## src/rtl/fifo_uart_tx_if.sv

```systemverilog
// FIFO read-port bundle between the show-ahead byte FIFO and its UART consumer.
// master = consumer (issues pops), slave = FIFO (presents head byte and empty flag).
interface fifo_uart_tx_if;
   logic       fifo_empty;
   logic [7:0] fifo_read_data;
   logic       fifo_read_en;

   modport master (input fifo_empty, input fifo_read_data, output fifo_read_en);
   modport slave  (output fifo_empty, output fifo_read_data, input fifo_read_en);
endinterface

```

## src/rtl/fifo_uart_tx.sv

```systemverilog
// Pops bytes from a show-ahead FIFO and serializes them as 8N1 UART frames on tx.
// Define UART_TX_PARITY_EN to insert an even-parity bit (8E1 framing).
module fifo_uart_tx #(
   parameter int CLKS_PER_BIT = 868
) (
   input  logic                  clk,
   input  logic                  reset,
   input  logic                  enable,
   fifo_uart_tx_if.master        fifo,
   output logic                  tx,
   output logic                  busy,
   output logic                  frame_done
);
   localparam int              CW        = (CLKS_PER_BIT > 2) ? $clog2(CLKS_PER_BIT) : 1;
   localparam logic [CW-1:0]   BAUD_LAST = CW'(CLKS_PER_BIT - 1);

`ifdef UART_TX_PARITY_EN
   typedef enum logic [2:0] {S_IDLE, S_START, S_DATA, S_PARITY, S_STOP} state_t;
`else
   typedef enum logic [2:0] {S_IDLE, S_START, S_DATA, S_STOP} state_t;
`endif

   state_t          r_state,    w_state_nxt;
   logic [CW-1:0]   r_baud_cnt, w_baud_nxt;
   logic [2:0]      r_bit_idx,  w_bit_nxt;
   logic [7:0]      r_shift,    w_shift_nxt;
   logic            r_tx,       w_tx_nxt;
   logic            r_read_en,  w_read_en_nxt;
   logic            r_done,     w_done_nxt;
   logic            w_bit_end;

   assign w_bit_end         = (r_baud_cnt == BAUD_LAST);
   assign tx                = r_tx;
   assign busy              = (r_state != S_IDLE);
   assign frame_done        = r_done;
   assign fifo.fifo_read_en = r_read_en;

   // NOTE: every target gets a default before the case so no path leaves one unassigned (no latches).
   always_comb begin
      w_state_nxt   = r_state;
      w_baud_nxt    = r_baud_cnt;
      w_bit_nxt     = r_bit_idx;
      w_shift_nxt   = r_shift;
      w_read_en_nxt = 1'b0;
      w_done_nxt    = 1'b0;

      if (r_state != S_IDLE) begin
         w_baud_nxt = w_bit_end ? '0 : r_baud_cnt + CW'(1);
      end

      unique case (r_state)
         S_IDLE: begin
            if (enable && !fifo.fifo_empty) begin
               w_shift_nxt   = fifo.fifo_read_data;
               w_read_en_nxt = 1'b1;
               w_baud_nxt    = '0;
               w_state_nxt   = S_START;
            end
         end
         S_START: begin
            if (w_bit_end) begin
               w_bit_nxt   = 3'd0;
               w_state_nxt = S_DATA;
            end
         end
         S_DATA: begin
            if (w_bit_end) begin
               w_bit_nxt = r_bit_idx + 3'd1;
               if (r_bit_idx == 3'd7) begin
`ifdef UART_TX_PARITY_EN
                  w_state_nxt = S_PARITY;
`else
                  w_state_nxt = S_STOP;
`endif
               end
            end
         end
`ifdef UART_TX_PARITY_EN
         S_PARITY: begin
            if (w_bit_end) w_state_nxt = S_STOP;
         end
`endif
         S_STOP: begin
            if (w_bit_end) begin
               w_done_nxt  = 1'b1;
               w_state_nxt = S_IDLE;
            end
         end
         default: w_state_nxt = S_IDLE;
      endcase

      // tx is registered, so it is derived from where the FSM is heading next
      unique case (w_state_nxt)
         S_START:  w_tx_nxt = 1'b0;
         S_DATA:   w_tx_nxt = w_shift_nxt[w_bit_nxt];
`ifdef UART_TX_PARITY_EN
         S_PARITY: w_tx_nxt = ^w_shift_nxt;
`endif
         default:  w_tx_nxt = 1'b1;
      endcase
   end

   // NOTE: state registers use non-blocking assignments so all flops update together at the edge.
   always_ff @(posedge clk or negedge reset) begin
      if (!reset) begin
         r_state    <= S_IDLE;
         r_baud_cnt <= '0;
         r_bit_idx  <= 3'd0;
         r_shift    <= 8'h00;
         r_tx       <= 1'b1;
         r_read_en  <= 1'b0;
         r_done     <= 1'b0;
      end else begin
         r_state    <= w_state_nxt;
         r_baud_cnt <= w_baud_nxt;
         r_bit_idx  <= w_bit_nxt;
         r_shift    <= w_shift_nxt;
         r_tx       <= w_tx_nxt;
         r_read_en  <= w_read_en_nxt;
         r_done     <= w_done_nxt;
      end
   end
endmodule

```

## src/flat_wrapper.sv

```systemverilog
// flat-port wrapper written by rule: the top's interface ports become plain ports
module fifo_uart_tx_flat 
#(
   parameter int CLKS_PER_BIT = 868
)
  (clk, reset, enable, tx, busy, frame_done, fifo_fifo_empty, fifo_fifo_read_data, fifo_fifo_read_en);
  fifo_uart_tx_if fifo_i ();
  input  logic clk;
  input  logic reset;
  input  logic enable;
  output logic tx;
  output logic busy;
  output logic frame_done;
  input wire logic [$bits(fifo_i.fifo_empty)-1:0] fifo_fifo_empty;
  input wire logic [$bits(fifo_i.fifo_read_data)-1:0] fifo_fifo_read_data;
  output wire logic [$bits(fifo_i.fifo_read_en)-1:0] fifo_fifo_read_en;
  assign fifo_i.fifo_empty = fifo_fifo_empty;
  assign fifo_i.fifo_read_data = fifo_fifo_read_data;
  assign fifo_fifo_read_en = fifo_i.fifo_read_en;
  fifo_uart_tx #(.CLKS_PER_BIT(CLKS_PER_BIT)) u_core (.clk(clk), .reset(reset), .enable(enable), .fifo(fifo_i), .tx(tx), .busy(busy), .frame_done(frame_done));
endmodule
```

## config.mk

```make
export PLATFORM = sky130hd
export DESIGN_NAME = fifo_uart_tx_flat
export DESIGN_NICKNAME = d
export VERILOG_FILES = /design/src/rtl/fifo_uart_tx_if.sv /design/src/rtl/fifo_uart_tx.sv /design/src/flat_wrapper.sv
export SDC_FILE = /design/constraint.sdc
export NUM_CORES = 1
export LEC_CHECK = 0
export CORE_MARGIN = 8
export CORE_UTILIZATION = 30
export DETAILED_ROUTE_END_ITERATION = 8
export HOLD_SLACK_MARGIN = 0.05
export PLACE_DENSITY_LB_ADDON = 0.3
export SYNTH_ARGS = -nofsm -noshare
export SYNTH_HDL_FRONTEND = slang
export SYNTH_SLANG_ARGS = --single-unit
```

## constraint.sdc

```tcl
create_clock -name clk -period 2.4 [get_ports clk]
set_clock_uncertainty 0.1 [all_clocks]
set_input_delay 0.24 -clock clk [delete_from_list [all_inputs] [get_ports clk]]
set_output_delay 0.24 -clock clk [all_outputs]
set_load 0.02 [all_outputs]
```

==> results.md <==
* Launching element type of the critical path: flop
* Total wire length at 3.125 mm
* Die area at 0.007340 sq mm
* Max rail drop VDD at 0.3026 mV
* Area growth from synthesis to layout at 25.17%
* Share of post-route cells with drive strength above 1 at 17.68%
* PD cells at 596.7 mW/mm^2
* Run status: complete, no violations
* Number of maximum-capacitance violations at 0
* Data required time at the worst endpoint at 2.50 ns
* Number of instances in the synthesized netlist at 152
* Kind of path behind the tightest hold check: primary input to async pin
* Critical path type: flop to flop
* Cell area after placement at 0.001769 sq mm
* Root buffer selected by CTS: sky130_fd_sc_hd__clkbuf_8
* Antenna diode instance count at 0
* Flip-flop and latch count after synthesis at 27
* Maximum number of pins on one net before global-route repair at 28
* Final setup vio count at 0
* Leakage dissipation at 0.8377 nW
* Worst setup path endpoint: u_core.tx$_DFF_PN1_
* Reg2Reg Setup Slack at 0.003 ns
* Type of destination of the critical path: flop
* Total of buffers placed on input and output ports at 15
* Top-area cell type share of the netlist area at 44.67%
* Number of detailed-routing iterations run before antenna repair at 4
* Worst Max-Slew Pin Slew at 0.6654 ns
* YS warnings at 0
* Clock Sinks at 27
* Unrepaired setup endpoints after global routing: true
* DRT antenna net count at 0
* Peak Freq at 417.2 MHz
* Total DRC errors in the routed layout at 0
* Placed Instances at 231
* Worst reg2reg path depth at 10
* Fraction of the yosys area taken by sequential cells at 46.48%
* Final Hold Violating Endpoints at 0
* Leading post-synthesis cells by cell area: sky130_fd_sc_hd__dfrtp_1, sky130_fd_sc_hd__nand2_1, sky130_fd_sc_hd__xor2_1
* Number of global-route vias before repair at 1167
* H-tree Lvls at 1
* Placer congestion estimate at 0.7863
* Part of the cycle the worst path needs at 99.87%
* Clock edge transition at the registers on the reported setup and hold paths at 0.09 ns
* Netlist area before placement at 0.001456 sq mm
* Maximum number of buffers from clock root to sink at 2
* Hold-fix buffer count after cts at 0
* Primary FF master, synth: sky130_fd_sc_hd__dfrtp_1
* Total Nets Final at 198
* TritonCTS clock tree: yes
* HPWL after detailed placement at 2.383 mm
* Reg-to-reg critical path startpoint: u_core.r_baud_cnt[2]$_DFF_PN0_
* Async set-reset flop share out of synthesis at 100.0%
* Post-synth cell types at 42
* Worst flop-to-flop path endpoint: u_core.tx$_DFF_PN1_
* Worst setup startpoint: u_core.r_baud_cnt[2]$_DFF_PN0_
* Aggregate global routing overflow at 0
* Setup fix buffers added after clock tree synthesis at 0
* Post-synthesis average cell area at 9.582 sq um
* Iteration-0 DRC count of the detailed router at 85
* Clock buffers created by TritonCTS at 3
* Number of rows in the core area at 25
* Initial Utilization at 31.04%
* Final std cell area, no fill at 0.001823 sq mm
* Core Box Area at 0.004692 sq mm
* Post-synth net total at 168
* WP data arrival at 2.50 ns
* Most repeated cell in the gate-level netlist after synthesis: sky130_fd_sc_hd__dfrtp_1
* Antenna violations before repair at 0
* Maximum net fanout on the critical path at 4
* Die boundary height at 85.68 microns
* Final core utilization at 38.85%
* Pins Over Slew Limit at 0
* Non-Filler Instances at 235
* Avg WL per Cell at 13.30 microns
* Horizontal extent of the die at 85.68 microns
* Global-route usage over all layers at 9.018%
* Post-cts sizing count at 1
* Total via count in the routed design at 1190
* Post-layout min period at 2.397 ns
* Number of top-level design ports at 16
* Number of enable-type register cells in the synthesized netlist at 0
* Largest area contributor in the synthesized netlist: sky130_fd_sc_hd__dfrtp_1
* Number of fill cells in the layout at 470
* Clk Latency, worst-skew pair at 0.27 ns
* First-pass GRT wire length at 5.471 mm
* Routed vias/inst at 5.064
* Commonest cells in the synthesized netlist: sky130_fd_sc_hd__dfrtp_1, sky130_fd_sc_hd__nand2_1, sky130_fd_sc_hd__nand3_1, sky130_fd_sc_hd__nor2_1, sky130_fd_sc_hd__xor2_1
* Relative slew margins at 55.34%
[per-layer routing]
layer	up-vias	GRT usage [%]	part of all wire, %
li1	599	-	-
met1	571	11.79	49
met2	18	14.39	48
met3	2	1.337	2.2
met4	0	3.822	1.1
met5	-	0	0
[per-stage QoR]
| stage | total power, mW | hold slack (ns) | TNS, ns | setup WS [ns] |
|---|---|---|---|---|
| floorplan | 0.7162 | -0.1556 | 0 | 0.003278 |
| global placement | 0.8336 | 0.3566 | 0 | 0.05689 |
| global route | 1.172 | 0.2789 | -0.1312 | -0.1312 |
| detailed placement | 0.8442 | 0.3591 | -0.0007050 | -0.0007050 |
| finish | 1.088 | 0.2480 | 0 | 0.003035 |
| CTS | 1.104 | 0.2551 | 0 | 0.005560 |
[sequential cells by signal (all words and copies together) (netlist names)]
register,count
u_core.r_shift,8
u_core.r_state,3
u_core.fifo.fifo_read_en,1
u_core.r_baud_cnt,10
u_core.r_bit_idx,3
u_core.tx,1
u_core.frame_done,1
[placed cells by master (no fill, tap or decap), types with 2 or more instances in the layout]
master / n
sky130_fd_sc_hd__inv_2: 2
sky130_fd_sc_hd__a22oi_1: 2
sky130_fd_sc_hd__a21oi_1: 4
sky130_fd_sc_hd__nand2b_1: 5
sky130_fd_sc_hd__buf_4: 14
sky130_fd_sc_hd__nand2_1: 24
sky130_fd_sc_hd__nor2_1: 10
sky130_fd_sc_hd__nor3_1: 2
sky130_fd_sc_hd__nand4_1: 3
sky130_fd_sc_hd__o2bb2ai_1: 3
sky130_fd_sc_hd__nand3b_1: 2
sky130_fd_sc_hd__dfrtp_1: 26
sky130_fd_sc_hd__or4b_1: 2
sky130_fd_sc_hd__o21ai_0: 5
sky130_fd_sc_hd__inv_1: 2
sky130_fd_sc_hd__o211ai_1: 3
sky130_fd_sc_hd__and3_1: 3
sky130_fd_sc_hd__xor2_1: 7
sky130_fd_sc_hd__o21ai_1: 3
sky130_fd_sc_hd__or2_2: 2
sky130_fd_sc_hd__clkbuf_8: 3
sky130_fd_sc_hd__and4_1: 2
sky130_fd_sc_hd__clkdlybuf4s50_1: 15
sky130_fd_sc_hd__nand3_1: 10
sky130_fd_sc_hd__o31ai_1: 2
sky130_fd_sc_hd__xnor2_1: 2
sky130_fd_sc_hd__ha_1: 3
[worst min path at each step]
stage | depth (start not counted) | slack (ns) | from | to
after detailed placement | 2 | 0.36 | u_core.r_shift[1]$_DFF_PN0_ | u_core.r_shift[1]$_DFF_PN0_
final | 2 | 0.25 | reset | u_core.r_baud_cnt[2]$_DFF_PN0_
after global routing | 2 | 0.28 | reset | u_core.r_shift[4]$_DFF_PN0_
after CTS | 2 | 0.26 | reset | u_core.r_shift[2]$_DFF_PN0_
after global placement | 2 | 0.36 | u_core.r_shift[0]$_DFF_PN0_ | u_core.r_shift[0]$_DFF_PN0_
after floorplan | 0 | -0.16 | reset | u_core.fifo.fifo_read_en$_DFF_PN0_
[logic make-up (layout without fill, tap and decap cells)]
family | after synthesis | in the layout | synth area share [%]
AO/OA/AOI/OAI | 30 | 30 | 14.69
AND/OR/NAND/NOR | 72 | 72 | 26.46
buffers and inverters | 9 | 38 | 3.265
adder cells (fa/ha/maj) | 4 | 4 | 3.437
XOR/XNOR | 9 | 9 | 5.413
other | 1 | 1 | 0.2575
flip-flops | 27 | 27 | 46.48
[layout make-up]
type | count | area (sq um) | share of cell area, %
flip-flops and latches | 27 | 676.9 | 37.13
multi-input cells | 116 | 755.7 | 41.46
repair buffers | 29 | 255.2 | 14.00
clock inverters | 1 | 5.005 | 0.2745
well taps | 54 | 67.56 | 3.706
clock buffers | 3 | 41.29 | 2.265
inverters | 5 | 21.27 | 1.167
[power breakdown]
group | switching [mW] | internal (mW) | total [mW] | leakage (nW)
Sequential | 0.0383 | 0.517 | 0.555 | 0.352
Combinational | 0.140 | 0.140 | 0.280 | 0.460
Clock | 0.136 | 0.116 | 0.252 | 0.0255
Total | 0.315 | 0.773 | 1.09 | 0.838
[worst max-delay path: stages (launching register included)]
cell and delay (ns):
sky130_fd_sc_hd__dfrtp_1 0.38, sky130_fd_sc_hd__and4bb_1 0.27, sky130_fd_sc_hd__and4_4 0.24, sky130_fd_sc_hd__inv_4 0.04, sky130_fd_sc_hd__ha_4 0.19, sky130_fd_sc_hd__nand3b_1 0.09, sky130_fd_sc_hd__a21oi_2 0.08, sky130_fd_sc_hd__or4b_1 0.53
sky130_fd_sc_hd__o211ai_1 0.11, sky130_fd_sc_hd__a41oi_1 0.13, sky130_fd_sc_hd__a31oi_1 0.16
Note: power is estimated with default switching activity, not from simulation.
